--- config.mk ---
export PLATFORM = sky130hd
export DESIGN_NAME = module_hazard_fwd_ctrl_flat
export DESIGN_NICKNAME = d
export VERILOG_FILES = /design/src/rtl/module_hazard_fwd_ctrl_pkg.sv /design/src/rtl/module_hazard_fwd_ctrl_if.sv /design/src/rtl/module_hazard_shadow_reg.sv /design/src/rtl/module_hazard_fwd_ctrl.sv /design/src/flat_wrapper.sv
export SDC_FILE = /design/constraint.sdc
export NUM_CORES = 1
export LEC_CHECK = 0
export BUFFER_PORTS_ARGS = -buffer_cell sky130_fd_sc_hd__buf_2
export CORE_AREA = 2 2 77 64
export DETAILED_ROUTE_END_ITERATION = 8
export DIE_AREA = 0 0 79 66
export GPL_ROUTABILITY_DRIVEN = 0
export GPL_TIMING_DRIVEN = 0
export PLACE_DENSITY_LB_ADDON = 0.05
export SLEW_MARGIN = 20
export SYNTH_ARGS = -nofsm -noshare
export SYNTH_HDL_FRONTEND = slang
export SYNTH_SLANG_ARGS = --single-unit
--- constraint.sdc ---
create_clock -name clk_i -period 2.6 [get_ports clk_i]
set_input_delay 0.26 -clock clk_i [delete_from_list [all_inputs] [get_ports clk_i]]
set_output_delay 0.26 -clock clk_i [all_outputs]
set_load 0.005 [all_outputs]
--- src/rtl/module_hazard_fwd_ctrl_pkg.sv ---
// module_hazard_fwd_ctrl_pkg: shared forwarding-select and result-source encodings
package pkg_hazard;
  typedef enum logic [1:0] {FWD_RF = 2'b00, FWD_WB = 2'b01, FWD_MEM = 2'b10} fwd_sel_t;
  localparam logic [1:0] RES_ALU = 2'b00;
  localparam logic [1:0] RES_MEM = 2'b01;
  localparam logic [1:0] RES_PC4 = 2'b10;
endpackage

--- src/rtl/module_hazard_fwd_ctrl_if.sv ---
// module_hazard_fwd_ctrl_if: pipeline <-> hazard unit signal bundle
interface module_hazard_fwd_ctrl_if #(parameter int REG_AW = 5, parameter int CNT_W = 16);
  logic [REG_AW-1:0] rs1_d_i, rs2_d_i, rd_d_i;
  logic              reg_write_d_i;
  logic [1:0]        result_src_d_i;
  logic              pc_src_e_i, mem_req_m_i, mem_ready_i;
  logic [1:0]        fwd_a_e_o, fwd_b_e_o;
  logic              stall_f_o, stall_d_o, stall_e_o, stall_m_o;
  logic              flush_d_o, flush_e_o, flush_w_o;
  logic [CNT_W-1:0]  stall_cnt_o;
  modport master (
    output rs1_d_i, rs2_d_i, rd_d_i, reg_write_d_i, result_src_d_i, pc_src_e_i, mem_req_m_i, mem_ready_i,
    input  fwd_a_e_o, fwd_b_e_o, stall_f_o, stall_d_o, stall_e_o, stall_m_o,
           flush_d_o, flush_e_o, flush_w_o, stall_cnt_o
  );
  modport slave (
    input  rs1_d_i, rs2_d_i, rd_d_i, reg_write_d_i, result_src_d_i, pc_src_e_i, mem_req_m_i, mem_ready_i,
    output fwd_a_e_o, fwd_b_e_o, stall_f_o, stall_d_o, stall_e_o, stall_m_o,
           flush_d_o, flush_e_o, flush_w_o, stall_cnt_o
  );
endinterface

--- src/rtl/module_hazard_shadow_reg.sv ---
// module_hazard_shadow_reg: pipeline shadow register with hold (en=0) and bubble insert (clr)
module module_hazard_shadow_reg #(parameter int WIDTH = 1) (
  input  logic             clk_i,
  input  logic             rst_n_i,
  input  logic             en,
  input  logic             clr,
  input  logic [WIDTH-1:0] d,
  output logic [WIDTH-1:0] q
);
  always_ff @(posedge clk_i or negedge rst_n_i)
    if (!rst_n_i) q <= '0;
    else if (clr) q <= '0;
    else if (en) q <= d;
endmodule

--- src/rtl/module_hazard_fwd_ctrl.sv ---
// module_hazard_fwd_ctrl: EX forwarding selects, load-use/memory-wait stalls, branch flushes
// and a saturating stall-cycle counter, driven from a shadow pipeline of register IDs.
module module_hazard_fwd_ctrl
  import pkg_hazard::*;
#(parameter int REG_AW = 5, parameter int CNT_W = 16) (
  input logic clk_i,
  input logic rst_n_i,
  module_hazard_fwd_ctrl_if.slave hz
);
  logic [REG_AW-1:0] rs1_e, rs2_e, rd_e, rd_m, rd_w;
  logic              rw_e, ld_e, rw_m, rw_w;
  logic              lwstall, memwait, branch;
  logic [CNT_W-1:0]  cnt;
  module_hazard_shadow_reg #(.WIDTH(3*REG_AW+2)) u_e (
    .clk_i(clk_i), .rst_n_i(rst_n_i), .en(!memwait), .clr(hz.flush_e_o),
    .d({hz.rs1_d_i, hz.rs2_d_i, hz.rd_d_i, hz.reg_write_d_i, hz.result_src_d_i == RES_MEM}),
    .q({rs1_e, rs2_e, rd_e, rw_e, ld_e})
  );
  module_hazard_shadow_reg #(.WIDTH(REG_AW+1)) u_m (
    .clk_i(clk_i), .rst_n_i(rst_n_i), .en(!memwait), .clr(1'b0),
    .d({rd_e, rw_e}), .q({rd_m, rw_m})
  );
  module_hazard_shadow_reg #(.WIDTH(REG_AW+1)) u_w (
    .clk_i(clk_i), .rst_n_i(rst_n_i), .en(1'b1), .clr(hz.flush_w_o),
    .d({rd_m, rw_m}), .q({rd_w, rw_w})
  );
  // raw inputs are gated by rst_n_i so every output is quiet while reset is held
  assign memwait = rst_n_i & hz.mem_req_m_i & !hz.mem_ready_i;
  assign lwstall = ld_e & (|rd_e) & ((rd_e == hz.rs1_d_i) | (rd_e == hz.rs2_d_i));
  assign branch  = rst_n_i & hz.pc_src_e_i & !memwait;
  assign hz.fwd_a_e_o = (rw_m && rd_m != '0 && rd_m == rs1_e) ? FWD_MEM :
                        (rw_w && rd_w != '0 && rd_w == rs1_e) ? FWD_WB : FWD_RF;
  assign hz.fwd_b_e_o = (rw_m && rd_m != '0 && rd_m == rs2_e) ? FWD_MEM :
                        (rw_w && rd_w != '0 && rd_w == rs2_e) ? FWD_WB : FWD_RF;
  assign hz.stall_f_o = memwait | lwstall;
  assign hz.stall_d_o = memwait | lwstall;
  assign hz.stall_e_o = memwait;
  assign hz.stall_m_o = memwait;
  assign hz.flush_d_o = branch;
  assign hz.flush_e_o = branch | (lwstall & !memwait);
  assign hz.flush_w_o = memwait;
  assign hz.stall_cnt_o = cnt;
  always_ff @(posedge clk_i or negedge rst_n_i)
    if (!rst_n_i) cnt <= '0;
    else if (hz.stall_f_o && !(&cnt)) cnt <= cnt + 1'b1;
endmodule
--- src/flat_wrapper.sv ---
// flat-port wrapper written by rule: the top's interface ports become plain ports
module module_hazard_fwd_ctrl_flat import pkg_hazard::*;
#(parameter int REG_AW = 5, parameter int CNT_W = 16)
  (clk_i, rst_n_i, hz_rs1_d_i, hz_rs2_d_i, hz_rd_d_i, hz_reg_write_d_i, hz_result_src_d_i, hz_pc_src_e_i, hz_mem_req_m_i, hz_mem_ready_i, hz_fwd_a_e_o, hz_fwd_b_e_o, hz_stall_f_o, hz_stall_d_o, hz_stall_e_o, hz_stall_m_o, hz_flush_d_o, hz_flush_e_o, hz_flush_w_o, hz_stall_cnt_o);
  module_hazard_fwd_ctrl_if #(.REG_AW(REG_AW), .CNT_W(CNT_W)) hz_i ();
  input logic clk_i;
  input logic rst_n_i;
  input wire logic [$bits(hz_i.rs1_d_i)-1:0] hz_rs1_d_i;
  input wire logic [$bits(hz_i.rs2_d_i)-1:0] hz_rs2_d_i;
  input wire logic [$bits(hz_i.rd_d_i)-1:0] hz_rd_d_i;
  input wire logic [$bits(hz_i.reg_write_d_i)-1:0] hz_reg_write_d_i;
  input wire logic [$bits(hz_i.result_src_d_i)-1:0] hz_result_src_d_i;
  input wire logic [$bits(hz_i.pc_src_e_i)-1:0] hz_pc_src_e_i;
  input wire logic [$bits(hz_i.mem_req_m_i)-1:0] hz_mem_req_m_i;
  input wire logic [$bits(hz_i.mem_ready_i)-1:0] hz_mem_ready_i;
  output wire logic [$bits(hz_i.fwd_a_e_o)-1:0] hz_fwd_a_e_o;
  output wire logic [$bits(hz_i.fwd_b_e_o)-1:0] hz_fwd_b_e_o;
  output wire logic [$bits(hz_i.stall_f_o)-1:0] hz_stall_f_o;
  output wire logic [$bits(hz_i.stall_d_o)-1:0] hz_stall_d_o;
  output wire logic [$bits(hz_i.stall_e_o)-1:0] hz_stall_e_o;
  output wire logic [$bits(hz_i.stall_m_o)-1:0] hz_stall_m_o;
  output wire logic [$bits(hz_i.flush_d_o)-1:0] hz_flush_d_o;
  output wire logic [$bits(hz_i.flush_e_o)-1:0] hz_flush_e_o;
  output wire logic [$bits(hz_i.flush_w_o)-1:0] hz_flush_w_o;
  output wire logic [$bits(hz_i.stall_cnt_o)-1:0] hz_stall_cnt_o;
  assign hz_i.rs1_d_i = hz_rs1_d_i;
  assign hz_i.rs2_d_i = hz_rs2_d_i;
  assign hz_i.rd_d_i = hz_rd_d_i;
  assign hz_i.reg_write_d_i = hz_reg_write_d_i;
  assign hz_i.result_src_d_i = hz_result_src_d_i;
  assign hz_i.pc_src_e_i = hz_pc_src_e_i;
  assign hz_i.mem_req_m_i = hz_mem_req_m_i;
  assign hz_i.mem_ready_i = hz_mem_ready_i;
  assign hz_fwd_a_e_o = hz_i.fwd_a_e_o;
  assign hz_fwd_b_e_o = hz_i.fwd_b_e_o;
  assign hz_stall_f_o = hz_i.stall_f_o;
  assign hz_stall_d_o = hz_i.stall_d_o;
  assign hz_stall_e_o = hz_i.stall_e_o;
  assign hz_stall_m_o = hz_i.stall_m_o;
  assign hz_flush_d_o = hz_i.flush_d_o;
  assign hz_flush_e_o = hz_i.flush_e_o;
  assign hz_flush_w_o = hz_i.flush_w_o;
  assign hz_stall_cnt_o = hz_i.stall_cnt_o;
  module_hazard_fwd_ctrl #(.REG_AW(REG_AW), .CNT_W(CNT_W)) u_core (.clk_i(clk_i), .rst_n_i(rst_n_i), .hz(hz_i));
endmodule
==> results_dict.tcl <==
set metrics [dict create \
    chipHeight_um 66 \
    slew_headroom 0.596 \
    synth_top_area_cell "sky130_fd_sc_hd__dfrtp_1" \
    yosysUniqueCellTypes 41 \
    synthesis.instances 201 \
    grt_first_pass_wirelength_um 8070 \
    total_leakage_power_uw 0.00133 \
    power_per_cell_area_nw_per_um2 636 \
    place.detailed.hpwl_um 3550 \
    cts_setup_buffers 0 \
    worst_pin_slew_ps 606 \
    clock-sinks 45 \
    initialDrtViolationCount 104 \
    floorplan.initialDensity 0.522 \
    synth_top_cell_area_share 0.484 \
    violated_checks "hold timing" \
    setup_violations 0 \
    postRouteAntennaNets 0 \
    core_area_um2 4460 \
    maxCapViolCount 0 \
    io_pins 50 \
    power_uw 1760 \
    final_min_period_over_clock_period 0.914 \
    clk_latency_ps 290 \
    die_area_um2 5210 \
    largest_net_degree_at_the_start_of_global_routing 50 \
    cell_area_reported_after_detailed_placement_um2 2650 \
    mappedNetlistArea_um2 2330 \
    outcome "complete, but fails checks" \
    worst_setup_path_end_kind "output port" \
    yosys_warnings 0 \
    synth_fp_nets 225 \
    postLayoutCoreUtil 0.621 \
    worst_hold_slack_ps -34.3 \
    fillers 401 \
    port_buffers 49 \
    die_w_um 79 \
    gr-total-overflow 0 \
    worst-endpoint-required_ps 2340 \
    layout.cells.most_common "sky130_fd_sc_hd__buf_2" \
    grt_antenna_before_repair 0 \
    final_max_slew_viol_count 0 \
    nets 281 \
    tritoncts.num_buffers 5 \
    type_of_the_worst_min_delay_path "in -> async" \
    crit_path_max_fanout 11 \
    maximum_frequency_from_static_timing_analysis_mhz 421 \
    setup_tns_ps 0 \
    finalHoldViolCount 45 \
    worst_ep_arrival_time_ps 2120 \
    totalWireLength_um 4810 \
    num_vias 1703 \
    clock_path_buffers 2 \
    critical_path.startpoint_type "flip-flop" \
    largest_cells_by_area_after_synthesis "sky130_fd_sc_hd__dfrtp_1 48%, sky130_fd_sc_hd__xor2_1 8.7%, sky130_fd_sc_hd__mux2_2 5.3%" \
    first_pass_iters 4 \
    final_layout_size_suffix_gt1_frac 0.364 \
    layout.cells.most_common_list "49 x sky130_fd_sc_hd__buf_2, 45 x sky130_fd_sc_hd__dfrtp_1, 23 x sky130_fd_sc_hd__xor2_1" \
    std_cell_rows 22 \
    h_tree_lvl_count 2 \
    peakVddDrop_v 0.000452 \
    fin_worst_skew_ps 7.93 \
    ant_cells 0 \
    finished_layout_cell_area_um2 2770 \
    worst-r2r-setup-slack_ps 400 \
    critical_path_class "reg -> out" \
    clock-root-buffer "sky130_fd_sc_hd__clkbuf_8" \
    synth.yosys.seq_area_share 0.484 \
    avgViaCountPerCell 5.36 \
    finalWorstPathRequiredPeriod_ps 2380 \
    drc_errors 0 \
    number_of_global_route_vias_before_repair 1569 \
    syn_avg_cell_area_um2 11.6 \
    cts.reportedPaths.clkPinSlew_ps 90 \
    postCtsResizedCells 0 \
    layout-area-overhead-vs-synth_pct 19.0 \
    yosys_register_bits 45 \
    post_cts_hold_buffer_count 0 \
    tritoncts "built" \
    wire_per_inst_um 15.1 \
    global_route.usage.total 0.204 \
    unrepaired_setup_endpoints_after_global_routing "no" \
]
power breakdown:
group          leakage [µW]  switching, µW  total (µW)  internal (µW)
registers          0.000577            109         887            778
clock network     0.0000574            240         552            313
logic              0.000699            140         322            182
total               0.00133            488        1760           1270
flip-flops by register name, summed over array words and instances, names as in the netlist:
name and cells:
u_core.hz.stall_cnt_o 16, u_core.u_w.q 6, u_core.u_e.q 17, u_core.u_m.q 6
area by class of cell:
class                   instances  area [µm²]  area share
plain buffers                   9        68.8      0.0249
clock buffers                   6        82.6      0.0298
clock inverters                 2        37.5      0.0136
inverters                       1        3.75     0.00136
multi-input cells             146        1130       0.407
flip-flops and latches         45        1130       0.407
well taps                      60        75.1      0.0271
repair buffers                 49         248      0.0895
layer usage:
metal  share of wire  GRT usage  vias up
met4           0.012     0.0733        0
met2            0.40      0.267       44
met5               0          0        -
met3           0.046     0.0423        6
met1            0.54      0.327      822
li1                -          -      831
synthesized netlist by cell type (all sizes together):
library cell  number
dfrtp             45
xor2              23
a22o              16
xnor2             13
mux2              12
nand2             11
nand3              8
nor2               8
nor2b              8
buf                7
nand4              6
nor3               5
a21oi              4
and3               4
nor4               4
o21ai              4
or4                4
a31oi              2
and2               2
clkbuf             2
a211oi             1
a22oi              1
a32o               1
a41oi              1
and4               1
ha                 1
inv                1
mux2i              1
nand2b             1
nor3b              1
o211ai             1
o22ai              1
o2bb2ai            1
cells by family after synthesis:
| group | count (synthesis) | share of synthesized area |
|---|---|---|
| AOI/OAI and AO/OA | 33 | 0.127 |
| xor gates and xnor gates | 36 | 0.136 |
| adders and majority gates | 1 | 0.00538 |
| buffers and inverters | 10 | 0.0312 |
| DFF | 45 | 0.484 |
| muxes | 13 | 0.0640 |
| and+or+nand+nor | 63 | 0.152 |
per-stage QoR:
stage / instances / setup slack [ps] / hold WS (ps)
finish: 318 / 224 / -34.3
global route: 318 / 134 / 1.00
CTS: 318 / 105 / 167
detailed placement: 310 / -130 / 479
global placement: 310 / -137 / 478
floorplan: 201 / 625 / -35.6
final timing paths:
path | startpoint | endpoint | cells after the start
worst max-delay path | u_core.u_e.q[2] | hz_stall_f_o | 6
worst min-delay path | rst_n_i | u_core.u_e.q[3] | 1
worst max register to register | u_core.hz.stall_cnt_o[0] | u_core.hz.stall_cnt_o[1] | 7
worst min register to register | u_core.hz.stall_cnt_o[15] | u_core.hz.stall_cnt_o[15] | 1
max in group asynchronous | rst_n_i | u_core.u_w.q[1] | 1
min in group clk_i | hz_rd_d_i[1] | u_core.u_e.q[3] | 2
worst max-delay path: stages (launching register included):
cell and delay, ps:
sky130_fd_sc_hd__dfrtp_1 470, sky130_fd_sc_hd__or4_4 570, sky130_fd_sc_hd__o21ai_4 180, sky130_fd_sc_hd__o22ai_2 120
sky130_fd_sc_hd__buf_2 220, sky130_fd_sc_hd__buf_4 150, sky130_fd_sc_hd__buf_2 110
No activity file was read; power rests on OpenSTA's default activity.
